$ cat src/rtl/pic_mem_pkg.sv
// Shared types and default sizes for the picture-RAM arbiter slice.
//   arb_state_t : arbiter sequencer states
//   grant_t     : requester identity used for round-robin tie breaking
package pic_mem_pkg;

    localparam int unsigned DEF_ADDR_W    = 16;
    localparam int unsigned DEF_DATA_W    = 32;
    localparam int unsigned DEF_BURST_LEN = 8;

    typedef enum logic [1:0] {
        IDLE,
        CPU_RD,
        DMA_BURST,
        DMA_DRAIN
    } arb_state_t;

    typedef enum logic {
        GNT_CPU,
        GNT_DMA
    } grant_t;

endpackage

$ cat src/rtl/burst_addr_gen.sv
// Burst address generator for readout bursts.
//   load       : capture start_addr; beat 0 is issued from start_addr directly,
//                so the register holds start_addr+1 for beat 1
//   advance    : step to the next beat address (wraps at 2^ADDR_W)
//   addr       : address of the beat issued this cycle (beats 1..BURST_LEN-1)
//   last_issue : current beat is the final one of the burst
module burst_addr_gen
    import pic_mem_pkg::*;
#(
    parameter int unsigned ADDR_W    = DEF_ADDR_W,
    parameter int unsigned BURST_LEN = DEF_BURST_LEN
) (
    input  logic              clk,
    input  logic              reset,
    input  logic              load,
    input  logic              advance,
    input  logic [ADDR_W-1:0] start_addr,
    output logic [ADDR_W-1:0] addr,
    output logic              last_issue
);

    localparam int unsigned CNT_W = $clog2(BURST_LEN) + 1;

    logic [CNT_W-1:0] cnt_q;

    // Beat address and beat index registers
    always_ff @(posedge clk or posedge reset) begin
        if (reset) begin
            addr  <= '0;
            cnt_q <= '0;
        end else if (load) begin
            addr  <= start_addr + ADDR_W'(1);
            cnt_q <= CNT_W'(1);
        end else if (advance) begin
            addr  <= addr + ADDR_W'(1);
            cnt_q <= cnt_q + CNT_W'(1);
        end
    end

    assign last_issue = (cnt_q == CNT_W'(BURST_LEN - 1));

endmodule

$ cat src/rtl/pic_ram_arbiter.sv
// Arbiter/sequencer for the single-port picture RAM (1-cycle read latency).
// Memory stage: single reads/writes, stalled via cpu_stall (combinational).
// Readout engine: fixed BURST_LEN read bursts, never interrupted.
//   clk, reset                    : clock, async active-high reset
//   cpu_req/we/addr/wdata         : memory-stage request (level, held until served)
//   cpu_stall, cpu_rvalid/rdata   : pipeline hold, read return
//   dma_req/addr                  : burst request (level, address stable while high)
//   dma_rvalid/rdata, dma_done    : burst beat return, last-beat pulse
//   ram_en/we/addr/wdata, ram_rdata : RAM macro port
module pic_ram_arbiter
    import pic_mem_pkg::*;
#(
    parameter int unsigned ADDR_W    = DEF_ADDR_W,
    parameter int unsigned DATA_W    = DEF_DATA_W,
    parameter int unsigned BURST_LEN = DEF_BURST_LEN
) (
    input  logic              clk,
    input  logic              reset,
    input  logic              cpu_req,
    input  logic              cpu_we,
    input  logic [ADDR_W-1:0] cpu_addr,
    input  logic [DATA_W-1:0] cpu_wdata,
    output logic              cpu_stall,
    output logic              cpu_rvalid,
    output logic [DATA_W-1:0] cpu_rdata,
    input  logic              dma_req,
    input  logic [ADDR_W-1:0] dma_addr,
    output logic              dma_rvalid,
    output logic [DATA_W-1:0] dma_rdata,
    output logic              dma_done,
    output logic              ram_en,
    output logic              ram_we,
    output logic [ADDR_W-1:0] ram_addr,
    output logic [DATA_W-1:0] ram_wdata,
    input  logic [DATA_W-1:0] ram_rdata
);

    arb_state_t        state_q, state_d;
    grant_t            last_q, last_d;
    logic              gen_load, gen_adv, gen_last;
    logic [ADDR_W-1:0] gen_addr;

    burst_addr_gen #(
        .ADDR_W    (ADDR_W),
        .BURST_LEN (BURST_LEN)
    ) u_addr_gen (
        .clk        (clk),
        .reset      (reset),
        .load       (gen_load),
        .advance    (gen_adv),
        .start_addr (dma_addr),
        .addr       (gen_addr),
        .last_issue (gen_last)
    );

    // State, round-robin flag and return strobes
    always_ff @(posedge clk or posedge reset) begin
        if (reset) begin
            state_q    <= IDLE;
            last_q     <= GNT_DMA;
            cpu_rvalid <= 1'b0;
            dma_rvalid <= 1'b0;
            dma_done   <= 1'b0;
        end else begin
            state_q    <= state_d;
            last_q     <= last_d;
            cpu_rvalid <= (state_d == CPU_RD);
            dma_rvalid <= (state_d == DMA_BURST) || (state_d == DMA_DRAIN);
            dma_done   <= (state_d == DMA_DRAIN);
        end
    end

    // Arbitration, RAM port steering and next state
    always_comb begin
        state_d   = state_q;
        last_d    = last_q;
        gen_load  = 1'b0;
        gen_adv   = 1'b0;
        cpu_stall = cpu_req;
        ram_en    = 1'b0;
        ram_we    = 1'b0;
        ram_addr  = cpu_addr;
        ram_wdata = cpu_wdata;
        case (state_q)
            IDLE: begin
                // Grants are suppressed while reset is held so the RAM stays quiet
                if (!reset) begin
                    if (cpu_req && (!dma_req || last_q == GNT_DMA)) begin
                        ram_en    = 1'b1;
                        ram_we    = cpu_we;
                        cpu_stall = !cpu_we;
                        if (cpu_we) begin
                            last_d = GNT_CPU;
                        end else begin
                            state_d = CPU_RD;
                        end
                    end else if (dma_req) begin
                        ram_en   = 1'b1;
                        ram_addr = dma_addr;
                        gen_load = 1'b1;
                        state_d  = DMA_BURST;
                    end
                end
            end
            CPU_RD: begin
                cpu_stall = 1'b0;
                last_d    = GNT_CPU;
                state_d   = IDLE;
            end
            DMA_BURST: begin
                ram_en   = 1'b1;
                ram_addr = gen_addr;
                gen_adv  = 1'b1;
                if (gen_last) begin
                    state_d = DMA_DRAIN;
                end
            end
            DMA_DRAIN: begin
                last_d  = GNT_DMA;
                state_d = IDLE;
            end
            default: state_d = IDLE;
        endcase
    end

    assign cpu_rdata = ram_rdata;
    assign dma_rdata = ram_rdata;

endmodule

$ cat config.mk
export PLATFORM = sky130hd
export DESIGN_NAME = pic_ram_arbiter
export DESIGN_NICKNAME = d
export VERILOG_FILES = /design/src/rtl/pic_mem_pkg.sv /design/src/rtl/burst_addr_gen.sv /design/src/rtl/pic_ram_arbiter.sv
export SDC_FILE = /design/constraint.sdc
export NUM_CORES = 1
export LEC_CHECK = 0
export ABC_AREA = 1
export BUFFER_PORTS_ARGS = -buffer_cell sky130_fd_sc_hd__buf_4
export CORE_ASPECT_RATIO = 0.9
export CORE_MARGIN = 4
export CORE_UTILIZATION = 41
export CTS_CLUSTER_SIZE = 14
export DETAILED_ROUTE_END_ITERATION = 10
export PLACE_DENSITY = 0.83
export SETUP_SLACK_MARGIN = 0.4
export SYNTH_ARGS = -nofsm -noshare
export SYNTH_HDL_FRONTEND = slang
export SYNTH_SLANG_ARGS = --single-unit
$ cat constraint.sdc
create_clock -name clk -period 2.9 [get_ports clk]
set_clock_uncertainty 0.2 [all_clocks]
set_input_delay 0.145 -clock clk [delete_from_list [all_inputs] [get_ports clk]]
set_output_delay 0.145 -clock clk [all_outputs]
set_load 0.1 [all_outputs]
**Word level (Yosys, flattened, before mapping)**

Index checks and enable logic that the tools add are counted.
Widths: inputs -> output; s select.

- Output and inout bits: 118
- Input port bits: 101
- Flip-flop bits (word level): 26
- Latch bits: 0
- ROM bits: 0
- Word-level logic and storage cells: 62
- Memories kept: 0
- Bits in writable memories: 0

- Multiplexer cells: 32
- Magnitude comparators: 0
- Bitwise gates (word level): 0
- Shift-type cells: 0
- Multipliers: 0
- Add/sub/neg operators: 3
- Reductions and logical operators: 10
- Equality and inequality tests: 10
- Div/mod/pow operators: 0

Operators with widths:

| kind | number |
|---|---|
| $mux 16 | 5 |
| $add 16x1->16 const B | 2 |
| $pmux 16 s2 | 1 |
| $mux 1 | 15 |
| $mux 2 | 5 |
| $eq 2x2->1 const B | 4 |
| $mux 4 | 2 |
| $ne 2x2->1 const B | 3 |
| $pmux 2 s3 | 1 |
| $add 4x1->4 const B | 1 |
| $eq 2x1->1 const B | 2 |
| $eq 4x3->1 const B | 1 |
| $pmux 1 s2 | 2 |
| $reduce_and 4->1 | 1 |
| $pmux 1 s3 | 1 |
| $reduce_bool 3->1 | 1 |
| $logic_not 1->1 | 2 |
| $logic_not 2->1 | 1 |
| $logic_or 1x1->1 | 2 |
| $reduce_bool 2->1 | 1 |
| $reduce_or 2->1 | 1 |
| $logic_and 1x1->1 | 1 |

**Depth between registers and ports, before layout**

Gate-level depths: netlist of run 1.

- Depth in word-level cells: 8
- Depth in mapped cells: 15
- Depth with buffers taken out: 14

**Cells and area by module**

Synthesis of run 1 repeated with hierarchy kept, for this count alone.

- Cell total of the unflattened synthesis: 542
- Area total of the unflattened synthesis: 3305.7 um^2

By module, submodules not included:

| module | area each (um^2) | sequential area each (um^2) | cells an instance | times used |
|---|---|---|---|---|
| pic_ram_arbiter | 1695.4 | 151.4 | 289 | 1 |
| burst_addr_gen | 1610.3 | 500.5 | 253 | 1 |

**Worst setup path after synthesis of run 1**

Ideal clock, no wire load.

- Kind: flip-flop to flip-flop
- Start: register, netlist name dma_rvalid
- End: register last_q
- Data required time: 2527 ps
- Setup time: 173 ps
- Buffers on the path: 1
- Arrival time: 3517 ps
- Cell stages (with the launch flop): 6
- Slack: -990 ps
- Period minus slack after synthesis: 3890 ps
- Cells stage by stage: dfrtp_1 > nor2_4 > buf_2 > inv_1 > nor3_1 > nor2_1

RTL lines:

| what | line | text |
|---|---|---|
| end signal, assigned | pic_ram_arbiter.sv:66 | `last_q <= last_d;` |
| end, declared | pic_ram_arbiter.sv:39 | `grant_t last_q, last_d;` |

**Worst setup path after layout of run 1**

- Start: register last_q
- End: output ram_addr[5]

- Longest elaborated chain between the ends: 5

Ends and longest elaborated chain:

| what | line | text |
|---|---|---|
| $logic_or 1x1->1 | pic_ram_arbiter.sv:88 | `if (cpu_req && (!dma_req \|\| last_q == GNT_DMA)) begin` |
| $logic_and 1x1->1 | pic_ram_arbiter.sv:88 |  |
| $mux 16 | pic_ram_arbiter.sv:88 |  |
| $mux 16 | pic_ram_arbiter.sv:87 | `if (!reset) begin` |
| $pmux 16 s2 | pic_ram_arbiter.sv:84 | `case (state_q)` |
| end, declared | pic_ram_arbiter.sv:33 | `output logic [ADDR_W-1:0] ram_addr,` |

No other way between the ends.

==> results of run 1 <==
routing by layer:
layer / vias to the layer above / global-route usage / wire length (microns)
li1: 1171 / - / -
met1: 1079 / 0.205 / 2690
met2: 115 / 0.267 / 3210
met3: 19 / 0.0356 / 647
met4: 0 / 0.0465 / 94
met5: - / 0 / 0
cell usage after synthesis:
library cell,instances
nand2_1,115
buf_4,101
inv_1,38
dfrtp_1,24
nand4_1,23
nand3_1,21
nor2_1,12
o21ai_0,10
o211ai_1,9
o21ai_1,8
nand2_2,7
a21oi_1,6
inv_2,5
nor2_4,5
buf_2,3
buf_6,3
clkbuf_1,3
nand3_4,3
nor2_2,3
ha_1,2
nand2_4,2
nor3_1,2
nor4_1,2
o22ai_1,2
xor2_1,2
dfstp_2,1
nand4_2,1
o221ai_1,1
or2_2,1
xnor2_1,1
timing repair:
item	in CTS	in global routing
hold endpoints to repair	25	0
setup buffers	4	0
resized for setup	10	1
setup endpoints to repair	16	5
pin swaps	2	0
hold buffers	2	0
cloned	1	0
layout make-up:
cell class / count / area share
repair buffers: 70 / 0.205
well taps: 90 / 0.0404
clock buffers: 3 / 0.0148
clock inverters: 1 / 0.00180
multi-input cells: 239 / 0.453
inverters: 43 / 0.0588
flip-flops and latches: 25 / 0.226
registers in the layout, indices dropped and copies added, names as in the netlist:
signal / cells
cpu_rvalid: 1
dma_done: 1
dma_rvalid: 1
last_q: 1
state_q: 1
u_addr_gen.addr: 16
u_addr_gen.cnt_q: 4
worst paths after layout:
path	from	endpoint	slack [ps]	depth (start not counted)
max	last_q	ram_addr[5]	540	10
min	cpu_wdata[0]	ram_wdata[0]	90	0
max reg2reg	last_q	u_addr_gen.addr[14]	560	15
min reg2reg	u_addr_gen.cnt_q[3]	u_addr_gen.cnt_q[3]	290	1
max in group asynchronous	reset	last_q	1860	4
min in group asynchronous	reset	u_addr_gen.addr[10]	330	4
power by group through the flow:
stage	sequential (mW)	combinational [mW]	clock [mW]
2_1_floorplan	0.650	2.70	0
3_3_place_gp	0.596	2.59	0
3_5_place_dp	0.604	2.63	0
4_1_cts	0.600	2.74	0.218
5_1_grt	0.617	2.94	0.234
6_report	0.602	2.73	0.219
worst max-delay path: stages, from the launching register on:
cell and delay, ps:
dfstp_2 530, inv_1 50, nand2_1 80, nand2_2 110, nand3_4 110, inv_2 60
nor2_2 110, buf_6 230, nand2_1 80, o211ai_1 110, buf_6 260
through the flow:
| stage | cells | hold slack, ps | instance area, sq um |
|---|---|---|---|
| 4_1_cts | 471 | 90.7 | 2780 |
| 3_5_place_dp | 460 | 67.3 | 2640 |
| 5_1_grt | 471 | 90.2 | 2790 |
| 2_1_floorplan | 416 | -13.8 | 2870 |
| 6_report | 471 | 90.0 | 2790 |
| 3_3_place_gp | 460 | 58.1 | 2640 |
cells by family (layout without fill, tap and decap cells):
family                   Yosys count  in the layout  share of synthesized area
AND/OR/NAND/NOR                  197            198                      0.340
buffers and inverters            153            117                      0.346
AO/OA/AOI/OAI                     36             36                     0.0739
flip-flops                        25             25                      0.222
XOR/XNOR                           3              3                    0.00929
adder cells (fa/ha/maj)            2              2                    0.00885
==> flow_summary_export.csv, run 1 <==
group,metric,value,unit
outcome,status,"complete, no violations",
grt,grt_max_degree,28,
synth,synth_area_leaders,"buf_4 (27%), dfrtp_1 (21%), nand2_1 (15%)",
route,drcViolationCount,0,
power_and_ir_drop,irDropWorstVdd,542,uV
floorplan,rows,28,
setup_path,cp-end-kind,"primary output",
power_and_ir_drop,total_power,3.55,mW
clock_tree,htreeDepth,1,
placement,port_buffers,58,
synth,avgSynthCellArea,6.80,sq um
floorplan,die_w,95.5,microns
clock_tree,clk_pin_slew_worst_paths,90,ps
setup_path,cp.required,2560,ps
synth,ys_types,30,
placement,pre_cts_slack,449,ps
final_layout,multiInputGateArea,1260,sq um
route,ant_nets,0,
final_layout,final_common_cell,"nand2_1",
clock_tree,cts.sinks,25,
sta,setup-tns-final,0,ps
power_and_ir_drop,p_int,1.27,mW
route,vias,2384,
final_layout,syn_to_final_growth,-1.42,%
clock_tree,cts_inserted_buffers,3,
route,drtIter0Drc,239,
placement,gp_congestion,0.913,
grt,antenna_found_initial,0,
floorplan,core,6660,sq um
placement,place_hpwl,4.87,mm
final_layout,final-seq-area,631,sq um
synth,yosysWarnings,0,
setup_path,path_class,"register to primary output",
sta,slew_viol_final,0,
sta,fmax,424,MHz
sta,period_minus_slack,2360,ps
sta,hold_violations,0,
power_and_ir_drop,p_seq_frac,0.169,
synth,syn_area,2830,sq um
sta,slew_headroom,0.768,
final_layout,diodes,0,
synth,synth.largest_area_cell,"buf_4",
synth,syn_nets,519,
grt,grt_pass1_wl,10.7,mm
grt,grt.total_usage,0.159,
final_layout,final_nets,485,
synth,ys_ff_latch,25,
sta,setup_slack,539,ps
route,routedWlPerCell,14.1,microns
floorplan,die_height,86.8,microns
clock_tree,cts_tree,"built",
setup_path,worst-path-max-fanout,25,
route,vias_per_cell,5.06,
final_layout,final_cell_mix,"nand2_1 (115), buf_4 (57), inv_1 (36), nand4_1 (23), dfrtp_1 (23)",
clock_tree,insertion_delay,280,ps
job,cap_viol_max_count,0,
power_and_ir_drop,p_switching,2.28,mW
sta,finalCritPeriodShare,0.814,
floorplan,start_util,0.425,
setup_path,start_kind,"register",
synth,syn_inst,416,
worst_hold_path,min_path_type,"input pin to primary output",
synth,synth-seq-area-share,0.222,
final_layout,fin_util,0.419,
final_layout,fillCellCount,685,
power_and_ir_drop,netSwitchingFraction,0.641,
power_and_ir_drop,p_per_area,1280,nW/um^2
route,routed_wirelength,6.64,mm
sta,setup_viol,0,
floorplan,dieArea,8290,sq um
final_layout,drive_gt1_frac,0.286,
power_and_ir_drop,power_frac_comb,0.769,
grt,gr-total-overflow,0,
floorplan,io_pins,219,
synth,synth_top_area_share,0.268,
clock_tree,clock-root-buffer,"clkbuf_8",
power_and_ir_drop,pwr-share-clk,0.062,
grt,grt_pass1_vias,2276,
sta,worstMarginPinSlew,345,ps
route,first_pass_iters,4,
setup_path,cp.arrival,2020,ps
power_and_ir_drop,leakagePower,1.43,nW
clock_tree,clk_path_buf_depth,2,
sta,rsz0062_at_grt,"false",
No activity file was read; power rests on OpenSTA's default activity.
==> run 2, diff against run 1 <==
ABC_AREA = 0   (was 1)
CORE_UTILIZATION = 36   (was 41)
PLACE_DENSITY = 0.78   (was 0.83)
clock period = 2.1 ns   (was 2.9 ns; I/O delays follow)
==> run 2 against run 1 <==
The run now ends with negative setup slack left. Sequential share of layout area down 8.2 points. Via count up 15%. Final area increased by 57%. Combinational power rose by 130%. Core utilization rose by 19 points. Largest cell class unchanged. Largest power group unchanged.
==> flow_summary_export.csv, run 2 <==
group,metric,value,unit
outcome,status,"complete, but fails checks",
outcome,failed_checks,"negative setup slack",
final_layout,largest_reg_flops,16,
setup_path,path_buf_inv,4,
synth,synthArstFlopShare,1.00,
clock_tree,clk_path_buf_depth,2,
clock_tree,cts_tree,"built",
grt,gr-total-overflow,0,
sta,fmax,358,MHz
final_layout,fillCellCount,548,
grt,antenna_found_initial,0,
setup_path,cp-end-kind,"primary output",
grt,grt_pass1_wl,13.8,mm
synth,yosysWarnings,0,
floorplan,rows,29,
worst_hold_path,min_path_type,"input pin to primary output",
final_layout,final_common_cell,"buf_4",
synth,yosysMostFrequentCell,"buf_4",
sta,hold_violations,0,
power_and_ir_drop,p_per_area,1730,nW/um^2
route,routedWlPerCell,18.5,microns
setup_path,worst_path_largest_cell_delay,540,ps
placement,place_hpwl,5.34,mm
setup_path,worst-path-max-fanout,5,
final_layout,top_register,"u_addr_gen.addr",
power_and_ir_drop,leakagePower,1.94,nW
placement,gp_congestion,0.876,
floorplan,die_w,99.4,microns
clock_tree,cts_inserted_buffers,3,
synth,syn_inst,350,
final_layout,final_cell_mix,"buf_4 (89), buf_6 (33), nand2_4 (23), dfrtp_1 (23), buf_12 (21)",
route,drtIter0Drc,210,
route,ant_nets,0,
synth,synth.largest_area_cell,"buf_4",
clock_tree,cts.sinks,25,
setup_path,timing.rr.end,"u_addr_gen.addr[15]",
sta,setup_viol,35,
route,vias,2733,
sta,setup-tns-final,-19070,ps
clock_tree,clock-root-buffer,"clkbuf_8",
worst_hold_path,whs_path_depth,0,
synth,synth_edf_count,0,
sta,finalCritPeriodShare,1.33,
placement,place_area,3150,sq um
setup_path,path_class,"register to primary output",
floorplan,core,7180,sq um
final_layout,diodes,0,
grt,grt_max_degree,26,
synth,ys_types,48,
sta,worstMarginPinSlew,666,ps
synth,syn_nets,453,
sta,setup_slack,-691,ps
synth,synth_top_area_share,0.266,
synth,ys_ff_latch,25,
setup_path,start_kind,"register",
final_layout,drive_gt1_frac,0.628,
grt,grt.total_usage,0.184,
final_layout,final_nets,504,
setup_path,startpoint,"dma_rvalid",
route,first_pass_iters,5,
setup_path,critPathSlowestCell,"or4b_4",
synth,avgSynthCellArea,7.73,sq um
setup_path,path_cells,"or4b_4 -> buf_6 -> nor2_4 -> buf_6 -> buf_6 -> nor2_4 -> a221o_4 -> buf_12",
floorplan,start_util,0.377,
sta,period_minus_slack,2790,ps
synth,syn_area,2710,sq um
floorplan,io_pins,219,
clock_tree,htreeDepth,1,
placement,port_buffers,58,
route,drcViolationCount,0,
sta,rsz0062_at_grt,"true",
sta,slew_headroom,0.556,
setup_path,worst-r2r-setup-slack,-690,ps
final_layout,largestRegisters,"u_addr_gen.addr x16, u_addr_gen.cnt_q x4",
synth,synth-seq-area-share,0.232,
final_layout,finalNonFillerCells,493,
sta,fin_hold_ws,10.0,ps
job,cap_viol_max_count,0,
floorplan,dieArea,8970,sq um
setup_path,ff2ff_path_depth,7,
synth,synth_area_leaders,"buf_4 (27%), dfrtp_1 (22%), nand2_1 (6.7%)",
setup_path,r2r_start,"dma_rvalid",
route,vias_per_cell,5.54,
setup_path,cp.required,1790,ps
synth,synth.top_cells.by_count,"buf_4 (96), nand2_1 (48), dfrtp_1 (24)",
floorplan,die_height,90.2,microns
setup_path,cpMostUsedCell,"buf_6",
clock_tree,insertion_delay,290,ps
worst_hold_path,min-delay-start,"cpu_wdata[26]",
clock_tree,clk_pin_slew_worst_paths,110,ps
synth,synth_ff_type,"dfrtp_1",
final_layout,fin_area,4380,sq um
final_layout,syn_to_final_growth,62.0,%
sta,slew_viol_final,0,
placement,place_inst,436,
grt,grt_pass1_vias,2851,
final_layout,fin_util,0.610,
power_and_ir_drop,irDropWorstVdd,1360,uV
setup_path,cp.arrival,2490,ps
route,routed_wirelength,9.13,mm
setup_path,critPathTopFamily,"simple AND/OR/NAND/NOR gates",
worst_hold_path,holdPathEnd,"ram_wdata[26]",
[run 2: changes by cell type after synthesis, sizes merged, moves of 8 or more]
cell	before	now
xor2	2	11
nand4	24	10
a22oi	0	10
nand3	24	12
o211ai	9	1
nand2	124	48
inv	43	9
mux2i	0	9
xnor2	1	11
[run 2: repair_timing]
| item | 4_1_cts | 5_1_grt |
|---|---|---|
| setup buffers | 20 | 21 |
| hold buffers | 9 | 1 |
| setup endpoints to repair | 39 | 41 |
| endpoints found under the hold margin | 32 | 1 |
| pin swaps | 32 | 39 |
| resized for setup | 134 | 52 |
| cloned | 2 | 0 |
[run 2: kinds of logic (layout without fill, tap and decap cells)]
| group | count (synthesis) | in the layout | share of synthesized area |
|---|---|---|---|
| AND/OR/NAND/NOR | 115 | 116 | 0.207 |
| adder cells (fa/ha/maj) | 2 | 2 | 0.00925 |
| XOR/XNOR | 22 | 22 | 0.0712 |
| buffers and inverters | 118 | 167 | 0.300 |
| AO/OA/AOI/OAI | 58 | 58 | 0.143 |
| flip-flops | 25 | 25 | 0.232 |
| multiplexers | 10 | 10 | 0.0375 |
[run 2: area by class of cell]
type,count,area (sq um),share of cell area
multi-input cells,208,1950,0.445
repair buffers,154,1590,0.364
flip-flops and latches,25,631,0.144
well taps,93,116,0.0266
inverters,9,45.0,0.0103
clock buffers,3,41.3,0.00942
clock inverters,1,7.51,0.00171
[run 2: how the worst max path moves through the flow]
| stage | end | depth (start not counted) |
|---|---|---|
| global route | u_addr_gen.addr[15] | 7 |
| CTS | u_addr_gen.addr[15] | 7 |
| global placement | u_addr_gen.addr[15] | 7 |
| floorplan | u_addr_gen.addr[12] | 12 |
| detailed placement | u_addr_gen.addr[14] | 10 |
| finish | ram_addr[8] | 8 |
[run 2: stage by stage]
step | setup slack [ps] | power, mW
2_1_floorplan | -911 | 5.25
3_3_place_gp | -576 | 5.29
4_1_cts | -600 | 6.96
3_5_place_dp | -696 | 5.36
6_report | -691 | 7.56
5_1_grt | -766 | 7.89
[run 2: report_power, final]
group,switching (mW),internal [mW],total [mW]
clock network,0.187,0.135,0.323
logic,3.68,2.60,6.29
registers,0.238,0.713,0.951
total,4.11,3.45,7.56
[run 2: layer usage]
layer / wire length [microns] / GRT usage / vias to the layer above
li1: - / - / 1203
met1: 3400 / 0.214 / 1329
met2: 4820 / 0.331 / 153
met3: 657 / 0.0426 / 48
met4: 256 / 0.0546 / 0
met5: 0 / 0 / -
